==> src/rtl/cp0_int_unit_pkg.sv <==
// Shared CP0 definitions: commit opcodes and register numbers used by control,
// plus the local commit-action enum and the handler-vector helper.
package cp0_int_unit_pkg;

  // Committed CP0 command encoding, shared with the control unit.
  localparam int unsigned CP0_OP_BIT = 2;
  localparam logic [CP0_OP_BIT-1:0] CP0_OP_NOP = 2'd0;
  localparam logic [CP0_OP_BIT-1:0] CP0_OP_IRQ = 2'd1;
  localparam logic [CP0_OP_BIT-1:0] CP0_OP_RET = 2'd2;

  // CP0 register numbers as decoded from rd by control.
  localparam logic [4:0] CP0_REG_EPC = 5'd0;
  localparam logic [4:0] CP0_REG_IE  = 5'd1;

  // The single action taken at commit in a given cycle.
  typedef enum logic [1:0] {
    ActNone,
    ActIrq,
    ActRet,
    ActMtc0
  } cp0_act_e;

  // Handler address for a line index; wraps at 32 bits.
  function automatic logic [31:0] cp0_vec_addr(input logic [31:0] base,
                                               input logic [31:0] stride,
                                               input logic [31:0] idx);
    return base + idx * stride;
  endfunction

endpackage

==> src/rtl/cp0_irq_prio_enc.sv <==
// Fixed-priority encoder: lowest set index of the eligible mask wins.
module cp0_irq_prio_enc #(
  parameter int unsigned NUM_IRQ = 3,
  localparam int unsigned SEL_W = (NUM_IRQ > 1) ? $clog2(NUM_IRQ) : 1
) (
  input  logic [NUM_IRQ-1:0] eligible_i,
  output logic [SEL_W-1:0]   sel_o,
  output logic               valid_o
);

  // Scan from the top down so the lowest eligible index is the last to win.
  always_comb begin
    sel_o   = '0;
    valid_o = 1'b0;
    for (int i = NUM_IRQ - 1; i >= 0; i--) begin
      if (eligible_i[i]) begin
        sel_o   = SEL_W'(i);
        valid_o = 1'b1;
      end
    end
  end

endmodule

==> src/rtl/cp0_int_unit.sv <==
// CP0 interrupt responder: captures interrupt edges, raises the interrupt request
// to control, and executes committed IRQ entry / ERET / MTC0 to IE and EPC.
// Optional macro CP0_NESTED_EN: EPC stack with level-based preemption instead of a
// single EPC and an in-service flag.
// The interrupt-request output is named int_req because `int` is a reserved word.
module cp0_int_unit
  import cp0_int_unit_pkg::*;
#(
  parameter int unsigned NUM_IRQ    = 3,
  parameter logic [31:0] VEC_BASE   = 32'h0000_0800,
  parameter logic [31:0] VEC_STRIDE = 32'h0000_0010,
  parameter int unsigned EPC_DEPTH  = 2
) (
  input  logic                  clk,
  input  logic                  rst,
  input  logic [NUM_IRQ-1:0]    irq_in,
  input  logic [CP0_OP_BIT-1:0] op_cp0,
  input  logic                  w_en_ie,
  input  logic                  w_en_epc,
  input  logic [31:0]           cp0_w_data,
  input  logic [31:0]           pc_in,
  output logic                  int_req,
  output logic [31:0]           int_vector,
  output logic [31:0]           ie,
  output logic [31:0]           epc,
  output logic [NUM_IRQ-1:0]    pending
);

  localparam int unsigned SEL_W = (NUM_IRQ > 1) ? $clog2(NUM_IRQ) : 1;

  logic [NUM_IRQ-1:0] pending_q, pending_d, irq_prev_q, rise, eligible;
  logic [31:0]        ie_q, ie_d;
  logic [SEL_W-1:0]   sel;
  logic               any_elig;
  cp0_act_e           act;

  cp0_irq_prio_enc #(
    .NUM_IRQ (NUM_IRQ)
  ) u_prio_enc (
    .eligible_i (eligible),
    .sel_o      (sel),
    .valid_o    (any_elig)
  );

  assign rise       = irq_in & ~irq_prev_q;
  assign int_req    = any_elig;
  assign int_vector = cp0_vec_addr(VEC_BASE, VEC_STRIDE, 32'(sel));
  assign ie         = ie_q;
  assign pending    = pending_q;

  // Commit decode; an IRQ commit with no eligible interrupt is a stale entry.
  always_comb begin
    act = ActNone;
    if (op_cp0 == CP0_OP_IRQ) begin
      act = (w_en_epc && int_req) ? ActIrq : ActNone;
    end else if (op_cp0 == CP0_OP_RET) begin
      act = ActRet;
    end else if (op_cp0 == CP0_OP_NOP) begin
      act = ActMtc0;
    end
  end

  // Pending and IE next state; a new rising edge beats the entry clear.
  always_comb begin
    pending_d = pending_q;
    ie_d      = ie_q;
    if (act == ActIrq) begin
      pending_d[sel] = 1'b0;
`ifndef CP0_NESTED_EN
      ie_d[0] = 1'b0;
`endif
    end
    if (act == ActRet) begin
      ie_d[0] = 1'b1;
    end
    if (act == ActMtc0 && w_en_ie) begin
      ie_d = cp0_w_data;
    end
    pending_d = pending_d | rise;
  end

  // Edge-capture, pending and IE registers.
  always_ff @(posedge clk) begin
    if (rst) begin
      irq_prev_q <= '0;
      pending_q  <= '0;
      ie_q       <= '0;
    end else begin
      irq_prev_q <= irq_in;
      pending_q  <= pending_d;
      ie_q       <= ie_d;
    end
  end

`ifdef CP0_NESTED_EN
  localparam int unsigned SP_W  = $clog2(EPC_DEPTH + 1);
  localparam int unsigned IDX_W = (EPC_DEPTH > 1) ? $clog2(EPC_DEPTH) : 1;

  logic [31:0]      stk_epc_q [EPC_DEPTH];
  logic [SEL_W-1:0] stk_lvl_q [EPC_DEPTH];
  logic [SP_W-1:0]  sp_q;
  logic [IDX_W-1:0] top_idx, push_idx;
  logic             stk_full;
  logic [NUM_IRQ-1:0] lvl_mask;

  // With an empty stack the top index reads slot 0, which holds the last EPC.
  assign top_idx  = (sp_q == '0) ? '0 : IDX_W'(sp_q - 1'b1);
  assign push_idx = IDX_W'(sp_q);
  assign stk_full = (sp_q == SP_W'(EPC_DEPTH));
  assign epc      = stk_epc_q[top_idx];

  // Only lines strictly above the in-service level may preempt; full stack blocks all.
  always_comb begin
    lvl_mask = '0;
    for (int i = 0; i < NUM_IRQ; i++) begin
      lvl_mask[i] = (sp_q == '0) || (SEL_W'(i) < stk_lvl_q[top_idx]);
    end
    eligible = stk_full ? '0 : (pending_q & lvl_mask);
  end

  // EPC/level stack: push on entry, pop on ERET, MTC0 rewrites the top EPC.
  always_ff @(posedge clk) begin
    if (rst) begin
      sp_q <= '0;
      for (int i = 0; i < EPC_DEPTH; i++) begin
        stk_epc_q[i] <= '0;
        stk_lvl_q[i] <= '0;
      end
    end else begin
      unique case (act)
        ActIrq: begin
          stk_epc_q[push_idx] <= pc_in;
          stk_lvl_q[push_idx] <= sel;
          sp_q                <= sp_q + 1'b1;
        end
        ActRet: begin
          if (sp_q != '0) sp_q <= sp_q - 1'b1;
        end
        ActMtc0: begin
          if (w_en_epc) stk_epc_q[top_idx] <= cp0_w_data;
        end
        default: ;
      endcase
    end
  end
`else
  logic [31:0] epc_q;
  logic        in_service_q;

  assign epc      = epc_q;
  assign eligible = in_service_q ? '0 : pending_q;

  // Single EPC and in-service flag; nothing preempts a running handler.
  always_ff @(posedge clk) begin
    if (rst) begin
      epc_q        <= '0;
      in_service_q <= 1'b0;
    end else begin
      unique case (act)
        ActIrq: begin
          epc_q        <= pc_in;
          in_service_q <= 1'b1;
        end
        ActRet: in_service_q <= 1'b0;
        ActMtc0: begin
          if (w_en_epc) epc_q <= cp0_w_data;
        end
        default: ;
      endcase
    end
  end
`endif

endmodule

==> config.mk <==
export PLATFORM = sky130hd
export DESIGN_NAME = cp0_int_unit
export DESIGN_NICKNAME = d
export VERILOG_FILES = /design/src/rtl/cp0_int_unit_pkg.sv /design/src/rtl/cp0_irq_prio_enc.sv /design/src/rtl/cp0_int_unit.sv
export SDC_FILE = /design/constraint.sdc
export NUM_CORES = 1
export LEC_CHECK = 0
export BUFFER_PORTS_ARGS = -buffer_cell sky130_fd_sc_hd__buf_2
export CAP_MARGIN = 30
export CORE_ASPECT_RATIO = 1.1
export CORE_MARGIN = 3
export CORE_UTILIZATION = 31
export DETAILED_ROUTE_END_ITERATION = 7
export PLACE_DENSITY_LB_ADDON = 0.3
export SYNTH_ARGS = -nofsm -noshare
export SYNTH_HDL_FRONTEND = slang
export SYNTH_SLANG_ARGS = --single-unit
export TNS_END_PERCENT = 100
==> constraint.sdc <==
create_clock -name clk -period 3 [get_ports clk]
set_clock_uncertainty 0.1 [all_clocks]
set_input_delay 0.6 -clock clk [delete_from_list [all_inputs] [get_ports clk]]
set_output_delay 0.6 -clock clk [all_outputs]
set_load 0.01 [all_outputs]
==> results of run 1 <==
==> how the worst min path moves through the flow <==
stage,slack [ns],from,cells past startpoint,endpoint
floorplan,0.36,irq_prev_q[2]$_SDFF_PP0_,2,pending[2]$_SDFF_PP0_
global placement,0.34,ie[16]$_SDFFE_PP0P_,2,ie[16]$_SDFFE_PP0P_
detailed placement,0.34,ie[22]$_SDFFE_PP0P_,2,ie[22]$_SDFFE_PP0P_
CTS,0.35,ie[22]$_SDFFE_PP0P_,2,ie[22]$_SDFFE_PP0P_
global route,0.37,ie[22]$_SDFFE_PP0P_,2,ie[22]$_SDFFE_PP0P_
finish,0.35,ie[15]$_SDFFE_PP0P_,2,ie[15]$_SDFFE_PP0P_
==> logic make-up (layout without fill, tap and decap cells) <==
logic type             count (synthesis)  after routing
AOI/OAI and AO/OA                    106            106
buffers and inverters                 66            169
DFF                                   71             71
muxes                                 32             32
other                                  2             30
and+or+nand+nor                       82             82
==> final cells by class <==
class | instances | area [um2] | share of cell area, %
clock inverter | 4 | 70.1 | 1.59
timing repair buffer | 151 | 791 | 18.0
inverter | 2 | 7.51 | 0.171
multi-input combinational | 250 | 1690 | 38.5
clock buffer | 12 | 236 | 5.38
sequential | 71 | 1420 | 32.3
tap | 143 | 179 | 4.07
==> stage by stage <==
step | worst slack, ns | utilization [%]
floorplan | 1.16 | -
global placement | 0.856 | 38.8
detailed placement | 0.772 | 38.8
CTS | 0.789 | 41.7
global route | 0.738 | 41.7
finish | 0.772 | 41.7
==> power by group through the flow <==
stage	Clock [mW]	Combinational, mW	Sequential [mW]
2_1_floorplan	0	0.261	1.07
3_3_place_gp	0	0.407	1.05
3_5_place_dp	0	0.416	1.05
4_1_cts	1.14	0.418	1.03
5_1_grt	1.19	0.456	1.04
6_report	1.11	0.412	1.03
==> critical path: stages (launching register included) <==
cell and delay (ns):
dfxtp_1 0.38, nor4b_1 0.58, buf_2 0.24
==> per-layer routing <==
layer | routed length, um | vias up
met5 | 11 | -
met4 | 191 | 2
met3 | 750 | 14
met2 | 4750 | 124
met1 | 4190 | 1410
li1 | - | 1470
==> sequential cells by signal, indices dropped and copies added (netlist names) <==
name          flops
irq_prev_q        3
in_service_q      1
pending           3
epc              32
ie               32
==> placed cells by master, fill, tap and decap left out <==
cell	n
nor3b_1	1
dfxtp_1	71
conb_1	30
a21oi_1	37
nor2_4	1
buf_2	142
nor2b_1	4
o21ai_0	2
nor3b_4	1
nand2_1	63
nor4bb_4	1
mux2i_1	32
buf_4	8
o211ai_1	1
a41o_1	1
nor3_1	1
nor3b_2	1
nand2b_1	2
inv_1	2
or3_1	1
clkbuf_1	3
clkinv_2	2
a21o_4	1
nor2_1	2
buf_12	1
bufinv_16	2
nor4b_1	1
a211oi_2	30
or3b_2	1
clkbuf_16	9
nand4bb_1	1
or2_2	1
a211oi_1	34
==> results.py, run 1 <==
metrics = {
    "cells_and_area": {
        "fin_area_um2": 4400,
        "drive_above_1_share_pct": 41.0,
        "syn_to_final_growth_pct": 30.0,
        "fillers": 1074,
        "fin_cells": 633,
        "diodes": 0,
        "fin_nets": 558,
    },
    "clocking": {
        "clockRootBuffer": "clkbuf_16",
        "numCtsBuffers": 9,
        "clock_latency_ns": 0.32,
        "h-tree-depth": 3,
        "cts_tree": "done",
        "cts.path.max_buffers": 2,
        "cts_resized": 0,
        "post-cts-setup-buffers": 0,
        "clock-sinks": 71,
        "cts_hold_buf": 0,
        "path_clk_slew_ns": 0.05,
    },
    "floorplan": {
        "die_y_um": 116,
        "die-area_um2": 12200,
        "die_w_um": 106,
        "start_util_pct": 32.1,
        "num_rows": 39,
        "core-area_um2": 10500,
        "ioPinCount": 173,
    },
    "setup_path": {
        "ff2ff_path_depth": 4,
        "cp-endpoint": "int_vector[5]",
        "cp_max_fo": 6,
        "critPathKind": "register to output port",
        "cp.arrival_ns": 1.53,
        "crit_start": "in_service_q$_SDFFE_PP0P_",
        "r2r_slack_ns": 0.98,
        "reg2reg_to": "epc[2]$_SDFFE_PP0P_",
        "r2r_start": "pending[0]$_SDFF_PP0_",
        "cp.required_ns": 2.30,
        "worstSetupEndpointType": "output port",
        "cp-start-kind": "register",
    },
    "global_route": {
        "grt_pass1_vias": 2943,
        "grt_max_degree": 33,
        "antenna_found_initial": 1,
        "grt_busiest_layer": "met2",
        "use_met1_pct": 20.6,
        "grt_usage_pct": 16.2,
        "grt_pass1_wl_um": 15800,
        "use_met2_pct": 27.0,
        "grtUsageMet3_pct": 4.01,
        "grt_overflow": 0,
    },
    "synthesis": {
        "post-synth-top-area-fraction_pct": 42.0,
        "synth_top_family_by_area": "compound AO/OA/AOI/OAI gates",
        "yosysTopAreaCell": "dfxtp_1",
        "yosysSeqAreaShare_pct": 42.0,
        "yosys-top-cells-area": "dfxtp_1, a211oi_2, mux2i_1, a211oi_1, nand2_1",
        "yosys-top-cells-count": "dfxtp_1, nand2_1, a21oi_1, a211oi_1, mux2i_1",
        "synth_area_per_cell_um2": 9.43,
        "synth_most_common_cell": "dfxtp_1",
        "synth-simple-area-share_pct": 11.0,
        "ys_ff_latch": 71,
        "syn-cell-area_um2": 3380,
        "yosysWarnings": 0,
        "ys.flop_type": "dfxtp_1",
        "synth_fa_ha_area_share_pct": 0,
        "ys_types": 29,
        "synthXorXnorAreaFrac_pct": 0,
        "synth_compound_area_share_pct": 25.4,
        "syn_inst": 359,
        "synth_edf_count": 0,
        "async_reset_ff_share_pct": 0,
        "synthMuxAreaShare_pct": 9.46,
    },
    "outcome": {
        "outcome": "finished clean",
    },
    "detailed_routing": {
        "routed-via-count": 3020,
        "final_antenna_net_count": 0,
        "viasPerCell": 4.77,
        "firstDrtPassIters": 4,
        "drtIter0Drc": 138,
        "drc": 0,
        "wl_um": 9890,
        "wl_per_cell_um": 15.6,
    },
    "timing": {
        "setup_viol": 0,
        "rsz0062_at_grt": "false",
        "fin_hold_ws_ns": 0.350,
        "hold_viol": 0,
        "finalSetupTns_ns": 0,
        "relSlewSlack_pct": 45.6,
        "worst_pin_slew_ns": 0.816,
        "fin_crit_ns": 2.23,
        "fmax_mhz": 449,
        "final_max_slew_viol_count": 0,
        "period_share_pct": 74.3,
    },
    "placed_design": {
        "dpl_cell_area_um2": 4090,
        "globalplace.congestion": 0.713,
        "dp_hpwl_um": 7090,
        "dp_cells": 617,
        "port_buffers": 142,
    },
    "pwr": {
        "ir_worst_vdd_v": 0.000252,
        "switching_share_pct": 26.0,
        "leakage_nw": 1.91,
        "p_per_area_nw_per_um2": 581,
        "seq_power_share_pct": 40.3,
        "p_switching_mw": 0.664,
        "clockPowerShare_pct": 43.6,
        "pwr-share-comb_pct": 16.1,
        "post-layout-total-power_mw": 2.56,
        "p_int_mw": 1.89,
    },
    "min_path": {
        "hold_class": "register to register",
    },
    "job": {
        "maxCapViolations": 0,
    },
}
Note: power is estimated with default switching activity, not from simulation.
==> run 2, diff against run 1 <==
==> constraint.sdc (replaced) <==
create_clock -name clk -period 2.3 [get_ports clk]
set_clock_uncertainty 0.1 [all_clocks]
set_input_delay 0.46 -clock clk [delete_from_list [all_inputs] [get_ports clk]]
set_output_delay 0.46 -clock clk [all_outputs]
set_load 0.01 [all_outputs]
==> run 2 against run 1 <==
  * Routed wire length grew 0.36%
  * Highest routed layer unchanged
  * Sequential power grew 30%
  * Critical path depth is the same
  * Final area grew 2.4%
  * Non-clock buffer count grew 5
  * Global-route usage is essentially flat
  * Count of clock-buffer cells in the layout shrank 1
==> results.py, run 2 (synthesis gave the netlist of run 1 again) <==
metrics = {
    "global_route": {
        "grt_busiest_layer": "met2",
        "antenna_found_initial": 1,
        "use_met2_pct": 26.7,
        "grtUsageMet3_pct": 4.79,
        "grt_overflow": 0,
        "grt_pass1_wl_um": 15600,
        "grt_max_degree": 72,
        "use_met1_pct": 20.2,
        "grt_pass1_vias": 2912,
        "grt_usage_pct": 16.2,
    },
    "timing": {
        "setup_viol": 0,
        "worst_pin_slew_ns": 0.520,
        "final_max_slew_viol_count": 0,
        "fmax_mhz": 507,
        "period_share_pct": 85.8,
        "rsz0062_at_grt": "false",
        "fin_hold_ws_ns": 0.259,
        "hold_viol": 0,
        "fin_crit_ns": 1.97,
        "relSlewSlack_pct": 65.3,
        "finalSetupTns_ns": 0,
    },
    "cells_and_area": {
        "final_cell_mix": "buf_2, dfxtp_1, nand2_1",
        "final_common_cell": "buf_2",
        "drive_above_1_share_pct": 42.0,
        "syn_to_final_growth_pct": 33.1,
        "fillers": 1065,
        "fin_cells": 639,
        "fin_area_um2": 4500,
        "fin_nets": 563,
    },
    "setup_path": {
        "critical_path.slowest_cell": "nor4b_1",
        "worstSetupEndpointType": "output port",
        "cp_cell_sequence": "nor4b_1, buf_2",
        "cp.required_ns": 1.74,
        "critPathMaxStageDelay_ns": 0.49,
        "cp.arrival_ns": 1.41,
        "cp_max_fo": 7,
        "cp-start-kind": "register",
        "critPathKind": "register to output port",
    },
    "clocking": {
        "numCtsBuffers": 9,
        "cts_hold_buf": 0,
        "clock-sinks": 71,
        "path_clk_slew_ns": 0.06,
        "cts.path.max_buffers": 2,
        "cts_tree": "done",
        "h-tree-depth": 3,
        "cts_resized": 0,
        "clock_latency_ns": 0.33,
        "clockRootBuffer": "clkbuf_16",
        "post-cts-setup-buffers": 0,
    },
    "pwr": {
        "p_int_mw": 2.73,
        "p_switching_mw": 0.895,
        "seq_power_share_pct": 37.0,
        "leakage_nw": 1.96,
        "pwr-share-comb_pct": 15.1,
        "p_per_area_nw_per_um2": 805,
        "ir_worst_vdd_v": 0.000394,
        "switching_share_pct": 24.7,
        "clockPowerShare_pct": 47.9,
    },
    "floorplan": {
        "ioPinCount": 173,
        "core-area_um2": 10500,
        "die_y_um": 116,
        "die_w_um": 106,
        "num_rows": 39,
        "die-area_um2": 12200,
        "start_util_pct": 32.1,
    },
    "placed_design": {
        "globalplace.congestion": 0.714,
        "dp_cells": 622,
        "port_buffers": 142,
        "dpl_cell_area_um2": 4130,
        "dp_hpwl_um": 7070,
    },
    "detailed_routing": {
        "viasPerCell": 4.72,
        "wl_per_cell_um": 15.5,
        "wl_um": 9930,
        "drc": 0,
        "routed-via-count": 3015,
        "firstDrtPassIters": 4,
        "drtIter0Drc": 95,
        "final_antenna_net_count": 0,
    },
    "job": {
        "maxCapViolations": 0,
    },
    "min_path": {
        "hold_class": "primary input to register",
    },
    "outcome": {
        "outcome": "finished clean",
    },
}
run 2: stage by stage:
stage	setup slack, ns	util [%]	power (mW)
4_1_cts	0.251	42.7	3.67
3_5_place_dp	0.273	39.2	1.92
5_1_grt	0.165	42.7	3.79
6_report	0.327	42.7	3.62
2_1_floorplan	0.599	-	1.74
3_3_place_gp	0.371	39.2	1.91
run 2: final timing paths:
kind | start | end | slack, ns | depth (start not counted)
worst min register to register | ie[28]$_SDFFE_PP0P_ | ie[28]$_SDFFE_PP0P_ | 0.35 | 2
worst max-delay path | pending[0]$_SDFF_PP0_ | int_vector[5] | 0.33 | 2
worst min-delay path | irq_in[1] | irq_prev_q[1]$_SDFF_PP0_ | 0.26 | 2
worst max register to register | pending[0]$_SDFF_PP0_ | epc[25]$_SDFFE_PP0P_ | 0.41 | 3
run 2: final cells by class:
| type | count | area, um2 | area share (%) |
|---|---|---|---|
| Multi-Input combinational cell | 250 | 1690 | 37.6 |
| Clock buffer | 11 | 243 | 5.39 |
| Antenna cell | 1 | 2.50 | 0.0556 |
| Tap cell | 143 | 179 | 3.97 |
| Inverter | 2 | 7.51 | 0.167 |
| Clock inverter | 5 | 129 | 2.86 |
| Timing Repair Buffer | 156 | 828 | 18.4 |
| Sequential cell | 71 | 1420 | 31.6 |
run 2: power groups by stage:
stage          registers (mW)  clock network (mW)  logic, mW
2_1_floorplan            1.40                   0      0.341
3_3_place_gp             1.37                   0      0.539
3_5_place_dp             1.37                   0      0.550
4_1_cts                  1.34                1.78      0.552
5_1_grt                  1.35                1.84      0.604
6_report                 1.34                1.74      0.547
run 2: metal layers:
metal,vias up,routed length [um]
met1,1404,4330
li1,1483,-
met2,115,4770
met3,11,633
met5,-,11
met4,2,188
run 2: critical path, delay by kind of cell (launching register included):
| kind | cells | cell delay, ns |
|---|---|---|
| buf+inv | 1 | 0.23 |
| simple gates | 1 | 0.49 |
| flops | 1 | 0.37 |
